**src/rtl/mppc_pkg.sv**
```systemverilog
// Shared types and default sizing for the MPPC rate-counter and readout blocks.
package mppc_pkg;

  typedef enum logic {
    IDLE  = 1'b0,
    COUNT = 1'b1
  } state_t;

  localparam int DEF_CNT_W       = 12;
  localparam int DEF_WIN_W       = 24;
  localparam int DEF_SYNC_STAGES = 2;

endpackage

```
**src/rtl/mppc_edge_sync.sv**
```systemverilog
// Brings an asynchronous discriminator line into clk and flags each rising edge.
module mppc_edge_sync
  import mppc_pkg::*;
#(
  parameter int SYNC_STAGES = DEF_SYNC_STAGES
) (
  input  logic clk,
  input  logic rst_n,
  input  logic din,
  output logic hit
);

  logic [SYNC_STAGES-1:0] sync_q;
  logic                   edge_q;

  always_ff @(posedge clk or negedge rst_n) begin
    if (!rst_n) begin
      sync_q <= '0;
      edge_q <= 1'b0;
    end else begin
      sync_q <= {sync_q[SYNC_STAGES-2:0], din};
      edge_q <= sync_q[SYNC_STAGES-1];
    end
  end

  // Pulses shorter than a clk period can fall between samples and be missed.
  assign hit = sync_q[SYNC_STAGES-1] & ~edge_q;

endmodule

```
**src/rtl/mppc_rate_counter.sv**
```systemverilog
// Gated hit-rate counter: counts synchronised rising edges per window and
// offers each window's count to readout.
module mppc_rate_counter
  import mppc_pkg::*;
#(
  parameter int CNT_W       = DEF_CNT_W,
  parameter int WIN_W       = DEF_WIN_W,
  parameter int SYNC_STAGES = DEF_SYNC_STAGES
) (
  input  logic             clk,
  input  logic             rst_n,
  input  logic             digital_in,
  input  logic             enable,
  input  logic [WIN_W-1:0] window_len,
  output logic [CNT_W-1:0] count_out,
  output logic             overflow,
  output logic             dropped,
  output logic             out_valid,
  input  logic             out_ready,
  input  logic             dropped_clr,
  output state_t           dbg_state
);

  // Result handshake: a result transfers on any cycle where out_valid and
  // out_ready are both high; while out_valid is high and no transfer occurs,
  // count_out/overflow hold. A window closing onto an unconsumed result is
  // discarded and recorded in dropped.

  state_t             state_q, state_d;
  logic               hit;
  logic [WIN_W-1:0]   win_cnt_q;
  logic [WIN_W-1:0]   win_len_m1;
  logic [CNT_W-1:0]   hit_cnt_q, cnt_nxt;
  logic               ovf_q, ovf_nxt;
  logic               sat;
  logic               close, load, advance, drop_set;

  mppc_edge_sync #(
    .SYNC_STAGES(SYNC_STAGES)
  ) u_edge_sync (
    .clk  (clk),
    .rst_n(rst_n),
    .din  (digital_in),
    .hit  (hit)
  );

  always_ff @(posedge clk or negedge rst_n) begin
    if (!rst_n) state_q <= IDLE;
    else        state_q <= state_d;
  end

  always_comb begin
    state_d = state_q;
    case (state_q)
      IDLE:    if (enable) state_d = COUNT;
      COUNT:   if (!enable) state_d = IDLE;
      default: state_d = IDLE;
    endcase
  end

  // A closing window wins over an abort: enable low on the last cycle still
  // delivers that window's result.
  always_comb begin
    close   = (state_q == COUNT) && (win_cnt_q == '0);
    load    = enable && ((state_q == IDLE) || close);
    advance = enable && (state_q == COUNT) && !close;
  end

  assign win_len_m1 = (window_len == '0) ? '0 : window_len - 1'b1;

  always_comb begin
    sat     = (hit_cnt_q == {CNT_W{1'b1}});
    cnt_nxt = hit_cnt_q;
    ovf_nxt = ovf_q;
    if (hit) begin
      if (sat) ovf_nxt = 1'b1;
      else     cnt_nxt = hit_cnt_q + 1'b1;
    end
  end

  always_ff @(posedge clk or negedge rst_n) begin
    if (!rst_n) begin
      win_cnt_q <= '0;
      hit_cnt_q <= '0;
      ovf_q     <= 1'b0;
    end else if (load) begin
      win_cnt_q <= win_len_m1;
      hit_cnt_q <= '0;
      ovf_q     <= 1'b0;
    end else if (advance) begin
      win_cnt_q <= win_cnt_q - 1'b1;
      hit_cnt_q <= cnt_nxt;
      ovf_q     <= ovf_nxt;
    end
  end

  assign drop_set = close && out_valid && !out_ready;

  always_ff @(posedge clk or negedge rst_n) begin
    if (!rst_n) begin
      count_out <= '0;
      overflow  <= 1'b0;
      out_valid <= 1'b0;
    end else if (close && (!out_valid || out_ready)) begin
      count_out <= cnt_nxt;
      overflow  <= ovf_nxt;
      out_valid <= 1'b1;
    end else if (out_valid && out_ready) begin
      out_valid <= 1'b0;
    end
  end

  always_ff @(posedge clk or negedge rst_n) begin
    if (!rst_n)           dropped <= 1'b0;
    else if (drop_set)    dropped <= 1'b1;
    else if (dropped_clr) dropped <= 1'b0;
  end

  assign dbg_state = state_q;

endmodule
```
**config.mk**
```make
export PLATFORM = sky130hd
export DESIGN_NAME = mppc_rate_counter
export DESIGN_NICKNAME = d
export VERILOG_FILES = /design/src/rtl/mppc_pkg.sv /design/src/rtl/mppc_edge_sync.sv /design/src/rtl/mppc_rate_counter.sv
export SDC_FILE = /design/constraint.sdc
export NUM_CORES = 1
export LEC_CHECK = 0
export CAP_MARGIN = 20
export CORE_AREA = 5 5 78 151
export DETAILED_ROUTE_END_ITERATION = 6
export DIE_AREA = 0 0 83 156
export GPL_TIMING_DRIVEN = 0
export PLACE_DENSITY = 0.58
export SETUP_SLACK_MARGIN = 0.5
export SLEW_MARGIN = 30
export SYNTH_ARGS = -nofsm -noshare
export SYNTH_HDL_FRONTEND = slang
export SYNTH_SLANG_ARGS = --single-unit
```
**constraint.sdc**
```tcl
create_clock -name clk -period 2.5 [get_ports clk]
set_input_delay 0.25 -clock clk [delete_from_list [all_inputs] [get_ports clk]]
set_output_delay 0.25 -clock clk [all_outputs]
set_load 0.03 [all_outputs]
```
-- Word level (Yosys, flattened, before mapping)
Index checks and enable logic that the tools add are counted.
- RAM bits: 0
- output and inout port bits: 16
- flip-flop bits (word level): 56
- latch bits: 0
- memories kept: 0
- memory bits (read-only): 0
- logic and storage cells: 51
- input port bits: 30
- order comparisons: 0
- div/mod/pow operators: 0
- equality and inequality tests: 1
- bitwise operators: 3
- multiply operators: 0
- shifts and indexed selects: 0
- mux-type cells: 16
- reductions and logical operators: 18
- add/subtract/negate cells: 3
- operators by type and width (kind ; count):
    two-way mux 24 bit ; 3
    zero test 24 bit ; 2
    two-way mux 12 bit ; 4
    subtractor 24 x 1 -> 24 bit, second input constant ; 2
    adder 12 x 1 -> 12 bit, second input constant ; 1
    == test 12 bit, second input constant ; 1
    two-way mux 1 bit ; 9
    logical AND 1 bit ; 8
    nonzero test 2 bit ; 3
    zero test 1 bit ; 3
    logical OR 1 bit ; 2
    NOT 1 bit ; 2
    AND 1 bit ; 1

-- Longest topological paths before layout
Gate-level depths: netlist of the first run.
- depth in word-level cells: 6
- gate-level depth with buffers: 10
- depth with buffers taken out: 7

-- By module
From an unflattened synthesis of the first run, not the netlist that was laid out.
- cells, all modules: 393
- area total of the unflattened synthesis: 3682.3 um^2
- by module, submodules not included (module ; area each (um^2) ; seq. area each (um^2) ; cells an instance ; times used):
    mppc_rate_counter ; 3593.4 ; 1326.3 ; 389 ; 1
    mppc_edge_sync ; 88.8 ; 75.1 ; 4 ; 1

-- Worst setup path after synthesis of the first run
Ideal clock, no wire load.
- path type: register to register
- from: register win_cnt_q[7]
- to: register win_cnt_q[20]
- path buffers: 2
- required time: 2.376 ns
- cell stages (with the launch flop): 8
- arrival: 2.021 ns
- path slack: 0.355 ns
- period minus slack after synthesis: 2.145 ns
- library setup time: 0.124 ns
- cells stage by stage: dfrtp_1 nor4_1 and4_1 buf_4 a21bo_2 clkbuf_1 a21oi_1 a211o_1
- word-level cells in the longest chain between the ends: 5
- elaborated cells on any way between the ends: 10
- those cells by class: add/sub (1); mux (2); reduce/logical (7)
- ends and longest elaborated chain (element ; RTL line ; RTL):
    start: declaration ; mppc_rate_counter.sv:31 ; logic [WIN_W-1:0] win_cnt_q;
    start signal: assignment ; mppc_rate_counter.sv:87 ; win_cnt_q <= win_len_m1;
    start signal: assignment ; mppc_rate_counter.sv:91 ; win_cnt_q <= win_cnt_q - 1'b1;
    parallel branches: the longest is 5 deep, another holds subtractor 24 x 1 -> 24 bit ; - ;
Several ways; the timed one is not identified. The select of a mux whose other input is x is not followed.
A chain may end at the register's enable or synchronous reset.

-- Worst setup path in the final report of the first run
- from: register win_cnt_q[1]
- to: register win_cnt_q[8]
Same word-level chain as after synthesis.

==> results_dict.tcl, run 1 <==
set metrics [dict create \
    syn-instance-count 398 \
    required_ns 2.68 \
    p_int_w 0.001823 \
    tritoncts "done" \
    cts.sinks 56 \
    drc 0 \
    die_h_um 156 \
    core_um2 10480 \
    clk-insertion-delay-late_ns 0.30 \
    path_class "register to register" \
    top_layer "met4" \
    antenna_cells 0 \
    min_period_over_period_pct 84.28 \
    cts-htree-levels 2 \
    hpwlAfterDp_um 8441 \
    ys_seq_elements 56 \
    slew_viol_final 0 \
    antenna_found_initial 0 \
    outcome "finished, final reports clean" \
    synthesis.nets 433 \
    grt_pass1_vias 3765 \
    cp-start-kind "register" \
    grt_pass1_wl_um 19030 \
    seq_area_frac_synth_pct 39.58 \
    regArea_um2 1409 \
    cts_buffers 5 \
    wl_met3_um 358 \
    root_buffer "clkbuf_16" \
    p_clk_share_pct 35.5 \
    synth-main-ff-cell "dfrtp_1" \
    wl_met1_um 4072 \
    layout-area-overhead-vs-synth_pct 48.48 \
    syn_area_um2 3541 \
    rows 53 \
    slew_headroom_pct 53.49 \
    grt_util_all_layers_pct 18.42 \
    multi_input_area_um2 2372 \
    post_drt_wl_per_cell_um 19.29 \
    yosysWarnings 0 \
    max_freq_mhz 474.6 \
    finalHoldViolCount 0 \
    fillCellCount 1036 \
    rsz0062_at_grt "yes" \
    first_pass_iters 4 \
    initial_core_util_pct 33.80 \
    fin_setup_tns_ns 0 \
    crit_fanout 5 \
    drive_above_1_share_pct 29.22 \
    die_area_um2 12950 \
    grt-ovfl-total 0 \
    tightest_slew_ns 0.6977 \
    globalplace.congestion 0.8812 \
    setup_viol 0 \
    synth.distinct_cells 60 \
    wl_met2_um 6871 \
    ant_nets 0 \
    fin_hold_ws_ns 0.3710 \
    end_kind "register" \
    synth_area_leaders "dfrtp_1 (40%), o21ai_0 (4.7%), nand2_1 (3.9%), xnor2_1 (3.7%), nor3_1 (3.3%)" \
    arrival_ns 2.29 \
    ioPinCount 46 \
    drt_first_iter_violations 150 \
    power.switching_w 0.0007063 \
    final_common_cell "dfrtp_1" \
    die_w_um 83 \
    p_leak_nw 2.163 \
    max_cap_violations 0 \
    power.share.sequential_pct 42.5 \
    fin_crit_ns 2.107 \
    swShare_pct 27.92 \
    wl_um 12340 \
    power.density_nw_per_um2 481.1 \
    final_cell_mix "dfrtp_1 (50), buf_4 (48), nand2_1 (34)" \
    via_count 3691 \
    clockBufferDepth 2 \
    synth_top_area_cell "dfrtp_1" \
    synth.avg_cell_area_um2 8.897 \
    nets 538 \
    place.port_buffers 45 \
    combinationalPowerShare_pct 22.1 \
    synth_edf_count 0 \
    clk_pin_slew_worst_paths_ns 0.07 \
    yosys.area.top_type_share_pct 39.58 \
    async_reset_ff_share_pct 100.0 \
    hold_path.class "register to register" \
    grt_start_max_net_pins 31 \
    finalClockSkew_ns 0.008812 \
    via_per_inst 5.767 \
    ir_worst_vdd_mv 0.3577 \
]
## registers in the layout, indices dropped and copies added, names as in the netlist
register and cells:
ovf_q 1, overflow 1, out_valid 1, dropped 1, dbg_state 1, u_edge_sync.sync_q 2, u_edge_sync.edge_q 1, count_out 12
win_cnt_q 24, hit_cnt_q 12
## what timing repair did
action	in CTS	in global routing
endpoints found under the hold margin	26	0
pin swaps	26	32
gates cloned	2	2
resized for setup	94	60
setup buffers	36	11
hold buffers	1	0
setup endpoints to repair	50	42
## power by group through the flow
stage               Sequential (W)  Clock [W]  Combinational (W)
CTS                        0.00106   0.000920           0.000499
finish                     0.00107   0.000897           0.000558
detailed placement         0.00108          0           0.000385
global placement           0.00108          0           0.000376
global route               0.00108   0.000948           0.000599
floorplan                  0.00106          0           0.000225
## synthesized netlist by cell type, types with 2 or more instances
cell / number
a211o_1: 7
a211oi_1: 4
a21oi_1: 20
a221o_1: 6
a2bb2oi_1: 2
a31oi_1: 9
a32o_1: 3
and2_1: 3
and3_1: 10
and3b_1: 3
and4_1: 3
buf_2: 5
clkbuf_1: 11
dfrtp_1: 56
ha_1: 5
inv_1: 9
nand2_1: 37
nand2b_1: 5
nand3_1: 14
nand3b_1: 4
nand4_1: 7
nand4b_1: 3
nor2_1: 23
nor2b_1: 2
nor3_1: 23
nor3b_1: 2
nor4_1: 13
nor4_2: 2
nor4b_1: 3
o211a_1: 2
o211ai_1: 2
o21ai_0: 33
o22ai_1: 7
o31ai_1: 3
or3_1: 6
or4_1: 3
or4_4: 2
xnor2_1: 15
xor2_1: 10
## cell type report
cell class                 instances  area share (%)
inverter                           9          0.6426
clock buffer                       5           2.380
timing repair buffer              98           17.18
tap                              137           3.260
clock inverter                     2           1.142
buffer                            19           3.475
multi-input combinational        314           45.12
sequential                        56           26.80
## worst max-delay path, stage by stage (launching register included)
cell and delay (ns):
dfrtp_1 0.40, inv_2 0.09, ha_4 0.15, nor4b_4 0.18, and4_1 0.24, buf_6 0.14
a21bo_4 0.19, clkbuf_16 0.17, o21ai_2 0.05, a221o_1 0.36
## kinds of logic (layout without fill, tap and decap cells)
kind of cell	count (synthesis)	count (layout)	share of synthesized area (%)
XOR/XNOR	25	25	6.184
multiplexers	2	2	0.6007
buffers and inverters	28	133	3.463
flip-flops	56	56	39.58
adder cells (fa/ha/maj)	5	5	1.767
AND/OR/NAND/NOR	174	174	27.99
AO/OA/AOI/OAI	108	108	20.42
## final timing paths
path | from | cells past startpoint | slack (ns) | to
min in group asynchronous | rst_n | 2 | 0.39 | win_cnt_q[1]
min | u_edge_sync.sync_q[0] | 0 | 0.37 | u_edge_sync.sync_q[1]
max reg2reg | win_cnt_q[1] | 9 | 0.39 | win_cnt_q[8]
min reg2reg | u_edge_sync.sync_q[0] | 0 | 0.37 | u_edge_sync.sync_q[1]
max in group asynchronous | rst_n | 3 | 1.59 | hit_cnt_q[0]
max | win_cnt_q[1] | 9 | 0.39 | win_cnt_q[8]
## stage by stage
stage	util (%)	cell area [um^2]	power [W]	cells	setup WS, ns
floorplan	-	3572	0.001285	398	0.4598
global placement	40.03	4194	0.001451	580	-0.6856
detailed placement	40.20	4212	0.001462	581	-0.3566
CTS	47.34	4960	0.002483	627	0.4337
global route	50.18	5258	0.002629	640	0.3372
finish	50.18	5258	0.002529	640	0.3930
## per-layer routing
metal	global-route usage (%)	up-vias
li1	-	1718
met1	17.02	1811
met2	35.83	112
met3	1.216	50
met4	15.43	0
met5	0	-
(Power assumes the default switching activity.)
==> run 2: changes to the inputs <==
--- a/config.mk
+++ b/config.mk
@@ -10,7 +10,7 @@
 export DETAILED_ROUTE_END_ITERATION = 6
 export DIE_AREA = 0 0 83 156
 export GPL_TIMING_DRIVEN = 0
-export PLACE_DENSITY = 0.58
+export PLACE_DENSITY = 0.6
 export SETUP_SLACK_MARGIN = 0.5
 export SLEW_MARGIN = 30
 export SYNTH_ARGS = -nofsm -noshare
==> constraint.sdc (replaced) <==
create_clock -name clk -period 1.8 [get_ports clk]
set_input_delay 0.18 -clock clk [delete_from_list [all_inputs] [get_ports clk]]
set_output_delay 0.18 -clock clk [all_outputs]
set_load 0.03 [all_outputs]
==> run 2 against run 1 <==
Against the previous run: combinational power rose by 53%; highest routed layer unchanged; critical path depth fell by 3; flip-flop and latch count did not move; setup slack got worse by 0.65 ns; wire length fell by 0.42%; final cell count rose by 0.16%; clock skew fell by 0.0034 ns; hold slack got worse by 0.054 ns; largest cell class unchanged; the run now ends with negative setup slack left; clock power rose by 28%; critical endpoint is now win_cnt_q[19]; fmax rose by 2.4%; sequential power rose by 39%; cell area rose by 3.2%.
==> results_dict.tcl, run 2 (same netlist as run 1, synthesis figures left out) <==
set metrics [dict create \
    outcome "finished with violations" \
    violations "negative setup slack" \
    setup.worst_path.start "win_cnt_q[1]" \
    first_pass_iters 5 \
    wl_um 12290 \
    crit_fanout 5 \
    nets 538 \
    hold_path.class "input port to register" \
    core_um2 10480 \
    required_ns 1.99 \
    rr_startpoint "win_cnt_q[1]" \
    r2r_cells 6 \
    end_kind "register" \
    final_cell_mix "dfrtp_1 (53), buf_4 (37), nand2_1 (32)" \
    drive_above_1_share_pct 32.14 \
    place_area_um2 4404 \
    globalplace.congestion 0.8902 \
    swShare_pct 30.07 \
    cp-start-kind "register" \
    via_per_inst 5.696 \
    die_h_um 156 \
    tritoncts "done" \
    dp_slack_ns -0.9162 \
    max_cap_violations 0 \
    grtUsageMet1_pct 16.76 \
    slew_headroom_pct 48.98 \
    clk-insertion-delay-late_ns 0.30 \
    arrival_ns 2.25 \
    min_period_over_period_pct 114.4 \
    ir_worst_vdd_mv 0.4520 \
    drc 0 \
    initial_core_util_pct 33.80 \
    p_clk_share_pct 32.8 \
    layout-area-overhead-vs-synth_pct 53.25 \
    rsz0062_at_grt "yes" \
    finalHoldViolCount 0 \
    antenna_cells 0 \
    r2r_slack_ns -0.26 \
    root_buffer "clkbuf_16" \
    rr_endpoint "win_cnt_q[19]" \
    finish.instance_area_um2 5426 \
    ant_nets 0 \
    cts-htree-levels 2 \
    grt_pass1_vias 3922 \
    power.density_nw_per_um2 643.3 \
    max_freq_mhz 485.8 \
    grt_start_max_net_pins 30 \
    hp-start "window_len[16]" \
    clockBufferDepth 2 \
    largest_reg_flops 24 \
    setup_slack_ns -0.2586 \
    p_int_w 0.002441 \
    final_common_cell "dfrtp_1" \
    cts_buffers 5 \
    combinationalPowerShare_pct 24.5 \
    largest_registers "win_cnt_q (24), count_out (12), hit_cnt_q (12)" \
    tightest_slew_ns 0.7652 \
    largest_register "win_cnt_q" \
    finalClockSkew_ns 0.005369 \
    fin_crit_ns 2.059 \
    path_class "register to register" \
    rows 53 \
    gr-usage-met2_pct 37.90 \
    power.switching_w 0.001050 \
    grt_util_all_layers_pct 18.88 \
    crit_path_end "win_cnt_q[19]" \
    slew_viol_final 0 \
    die_area_um2 12950 \
    clk_pin_slew_worst_paths_ns 0.07 \
    via_count 3651 \
    post_drt_wl_per_cell_um 19.18 \
    cts.sinks 56 \
    finish.utilization_pct 51.79 \
    grt-busiest-layer "met2" \
    antenna_found_initial 0 \
    place.port_buffers 45 \
    grt-ovfl-total 0 \
    grt_pass1_wl_um 19580 \
    grtUsageMet3_pct 2.696 \
    p_leak_nw 2.290 \
    hpwlAfterDp_um 8452 \
    ioPinCount 46 \
    power.share.sequential_pct 42.7 \
    setup_viol 49 \
    fin_setup_tns_ns -7.633 \
    die_w_um 83 \
    drt_first_iter_violations 226 \
]
## run 2: cell types whose count changed in the layout (fill, tap and decap cells not counted), sizes merged
cell	before	now
clkdlybuf4s50	32	17
clkbuf	12	16
bufinv	2	1
dlygate4sd2	4	18
buf	69	65
clkinv	0	1
clkdlybuf4s15	0	1
clkinvlp	0	1
## run 2: routing by layer
layer | share of wire, % | vias up
li1 | - | 1716
met4 | 5.7 | 0
met2 | 58 | 125
met5 | 0 | -
met3 | 3.2 | 48
met1 | 33 | 1762
## run 2: how the worst min path moves through the flow
stage	to	slack, ns	cells past startpoint
6_report	win_cnt_q[16]	0.32	3
5_1_grt	u_edge_sync.sync_q[0]	0.33	1
4_1_cts	win_cnt_q[16]	0.32	3
3_5_place_dp	count_out[11]	0.14	1
3_3_place_gp	u_edge_sync.sync_q[1]	0.35	0
2_1_floorplan	count_out[0]	-0.12	0
## run 2: stage by stage
stage | hold slack (ns) | power, W | cells
6_report | 0.3174 | 0.003491 | 641
5_1_grt | 0.3342 | 0.003611 | 641
4_1_cts | 0.3178 | 0.003397 | 632
3_5_place_dp | 0.1367 | 0.002067 | 581
3_3_place_gp | 0.3479 | 0.002050 | 580
2_1_floorplan | -0.1156 | 0.001820 | 398
## run 2: what timing repair did
action / CTS / global route
gates resized for setup: 110 / 38
cloned: 3 / 1
buffers inserted: 39 / 8
setup endpoints to repair: 68 / 52
endpoints found under the hold margin: 28 / 0
pin swaps: 40 / 18
hold buffers: 1 / 0
## run 2: power by group through the flow
stage | logic [W] | registers (W) | clock network, W
2_1_floorplan | 0.000344 | 0.00148 | 0
3_3_place_gp | 0.000555 | 0.00150 | 0
3_5_place_dp | 0.000568 | 0.00150 | 0
4_1_cts | 0.000756 | 0.00148 | 0.00116
5_1_grt | 0.000911 | 0.00150 | 0.00120
6_report | 0.000856 | 0.00149 | 0.00115
## run 2: critical path, cell delays in order (launching register included)
cell,delay [ns]
dfrtp_1,0.39
buf_4,0.14
nor2_1,0.38
nand2_1,0.34
nor3_4,0.32
a21oi_2,0.08
a211o_1,0.29
## run 2: final cells by class
type	count	area, um^2
Sequential cell	56	1405
Multi-Input combinational cell	314	2479
Clock buffer	5	125.1
Fill cell	1011	5051
Clock inverter	3	42.54
Tap cell	137	171.4
Buffer	19	239.0
Timing Repair Buffer	98	930.9
Inverter	9	33.78
==> run 3: changes to the inputs <==
--- a/config.mk
+++ b/config.mk
@@ -6,9 +6,9 @@
 export NUM_CORES = 1
 export LEC_CHECK = 0
 export CAP_MARGIN = 20
-export CORE_AREA = 5 5 78 151
+export CORE_AREA = 8 8 81 154
 export DETAILED_ROUTE_END_ITERATION = 6
-export DIE_AREA = 0 0 83 156
+export DIE_AREA = 0 0 89 162
 export GPL_TIMING_DRIVEN = 0
 export PLACE_DENSITY = 0.6
 export SETUP_SLACK_MARGIN = 0.5
==> run 3 against run 2 <==
Against the previous run: the flow still finishes with violations (negative setup slack); sequential share of layout area hardly changed; via count is 0.44% lower; setup slack better by 0.0062 ns; sequential power hardly changed; cell area hardly changed; critical path depth is 2 higher; largest power group unchanged.
==> results_dict.tcl, run 3 (same netlist as run 1, synthesis figures left out) <==
set metrics [dict create \
    outcome "finished with violations" \
    violations "negative setup slack" \
    crit_path_end "win_cnt_q[9]" \
    grt-ovfl-total 0 \
    grt-busiest-layer "met2" \
    dp_slack_ns -0.9727 \
    fillCellCount 1036 \
    antenna_cells 0 \
    crit_fanout 8 \
    arrival_ns 2.23 \
    place.port_buffers 45 \
    crit_slowest_cell "dfrtp_1" \
    clockBufferDepth 2 \
    max_cap_violations 0 \
    rr_endpoint "win_cnt_q[9]" \
    rows 53 \
    largest_registers "win_cnt_q (24), count_out (12), hit_cnt_q (12)" \
    worst_path_largest_cell_delay_ns 0.45 \
    path_class "register to register" \
    slew_viol_final 0 \
    globalplace.congestion 0.9157 \
    drt_first_iter_violations 115 \
    antenna_found_initial 0 \
    finalClockSkew_ns 0.009442 \
    setup_slack_ns -0.2524 \
    ioPinCount 46 \
    setup_viol 49 \
    min_period_over_period_pct 114.0 \
    via_count 3635 \
    setup.worst_path.start "win_cnt_q[17]" \
    post_drt_wl_per_cell_um 19.43 \
    required_ns 1.98 \
    largest_register "win_cnt_q" \
    fin_setup_tns_ns -7.238 \
    finalHoldViolCount 0 \
    final_common_cell "dfrtp_1" \
    r2r_cells 8 \
    rsz0062_at_grt "yes" \
    grtUsageMet1_pct 14.93 \
    wl_um 12300 \
    gr-usage-met2_pct 32.30 \
    die_h_um 162 \
    tightest_slew_ns 0.6368 \
    ir_worst_vdd_mv 0.4045 \
    initial_core_util_pct 33.80 \
    rr_startpoint "win_cnt_q[17]" \
    power.density_nw_per_um2 627.3 \
    root_buffer "clkbuf_16" \
    core_um2 10480 \
    grtUsageMet3_pct 1.771 \
    clk-insertion-delay-late_ns 0.30 \
    drive_above_1_share_pct 34.07 \
    max_freq_mhz 487.2 \
    slew_headroom_pct 57.55 \
    grt_pass1_wl_um 18640 \
    layout-area-overhead-vs-synth_pct 53.39 \
    path_cells "nor4_4 -> and4b_1 -> buf_6 -> a21boi_4 -> buf_8 -> clkbuf_16 -> a222oi_1 -> o21ai_1" \
    via_per_inst 5.742 \
    drc 0 \
    layoutNonFillerInstCount 633 \
    die_w_um 89 \
    hold_path.class "input port to asynchronous set/reset pin" \
    cts.sinks 56 \
    ant_nets 0 \
    dpl.cell_count 581 \
    nets 530 \
    cts-htree-levels 2 \
    clk_pin_slew_worst_paths_ns 0.08 \
    end_kind "register" \
    hpwlAfterDp_um 8570 \
    fin_crit_ns 2.052 \
    first_pass_iters 4 \
    largest_reg_flops 24 \
    die_area_um2 14420 \
    tritoncts "done" \
    p_leak_nw 2.260 \
    cp-start-kind "register" \
    grt_start_max_net_pins 47 \
    grt_util_all_layers_pct 16.89 \
    r2r_slack_ns -0.25 \
    grt_pass1_vias 3795 \
    cts_buffers 5 \
    total_power_w 0.003407 \
    final_cell_mix "dfrtp_1 (54), buf_4 (32), nor2_1 (21)" \
]
## run 3: cell count changes in the layout (fill, tap and decap cells not counted), moves of 3 or more
cell	before	now
o22ai_2	5	1
a21oi_1	7	11
buf_4	37	32
nand2_2	4	12
o21ai_2	5	10
nand2_1	32	16
o21ai_1	22	18
nand2_4	1	9
o22ai_1	2	6
buf_6	15	12
nor3_2	4	1
clkbuf_8	1	4
nor4_2	1	5
nor3_1	16	19
## run 3: power by group
part	total (W)	internal, W	leakage, nW	switching, W
Sequential	0.00150	0.00135	0.723	0.000145
Clock	0.00114	0.000656	0.0798	0.000485
Combinational	0.000769	0.000382	1.46	0.000386
Total	0.00341	0.00239	2.26	0.00102
## run 3: repair_timing
| action | CTS | global route |
|---|---|---|
| hold endpoints to repair | 32 | 0 |
| setup endpoints to repair | 68 | 53 |
| gates cloned | 2 | 4 |
| gates resized for setup | 98 | 66 |
| pin swaps | 23 | 27 |
| setup buffers | 32 | 5 |
| hold buffers | 1 | 0 |
## run 3: area by class of cell
type                    instances  area [um^2]  area share [%]
clock buffers                   5        125.1           2.304
flip-flops and latches         56         1404           25.85
clock inverters                 3        42.54          0.7832
multi-input cells             314         2550           46.95
plain buffers                  19        234.0           4.308
well taps                     137        171.4           3.156
repair buffers                 90        870.8           16.03
inverters                       9        33.78          0.6220
## run 3: worst max-delay path: cells and delay by family (launching register included)
kind                   cells  cell delay (ns)
AND/OR/NAND/NOR            2             0.58
AO/OA/AOI/OAI              3             0.40
flip-flops                 1             0.45
buffers and inverters      3             0.48
## run 3: how the worst min path moves through the flow
stage | to | slack, ns | cells after the start
2_1_floorplan | count_out[0] | -0.12 | 0
3_3_place_gp | u_edge_sync.sync_q[1] | 0.35 | 0
3_5_place_dp | win_cnt_q[1] | 0.04 | 1
4_1_cts | win_cnt_q[1] | 0.25 | 2
5_1_grt | win_cnt_q[0] | 0.28 | 2
6_report | win_cnt_q[0] | 0.26 | 2
## run 3: routing by layer
layer,routed length [um],vias up
li1,-,1714
met1,4063,1772
met2,7206,111
met3,357,38
met4,673,0
met5,0,-
## run 3: metrics by stage
step | util (%) | hold WS [ns] | instance area, um^2
4_1_cts | 48.32 | 0.2541 | 5062
2_1_floorplan | - | -0.1156 | 3765
3_3_place_gp | 41.87 | 0.3463 | 4387
5_1_grt | 51.84 | 0.2763 | 5431
3_5_place_dp | 42.11 | 0.03820 | 4412
6_report | 51.84 | 0.2555 | 5431
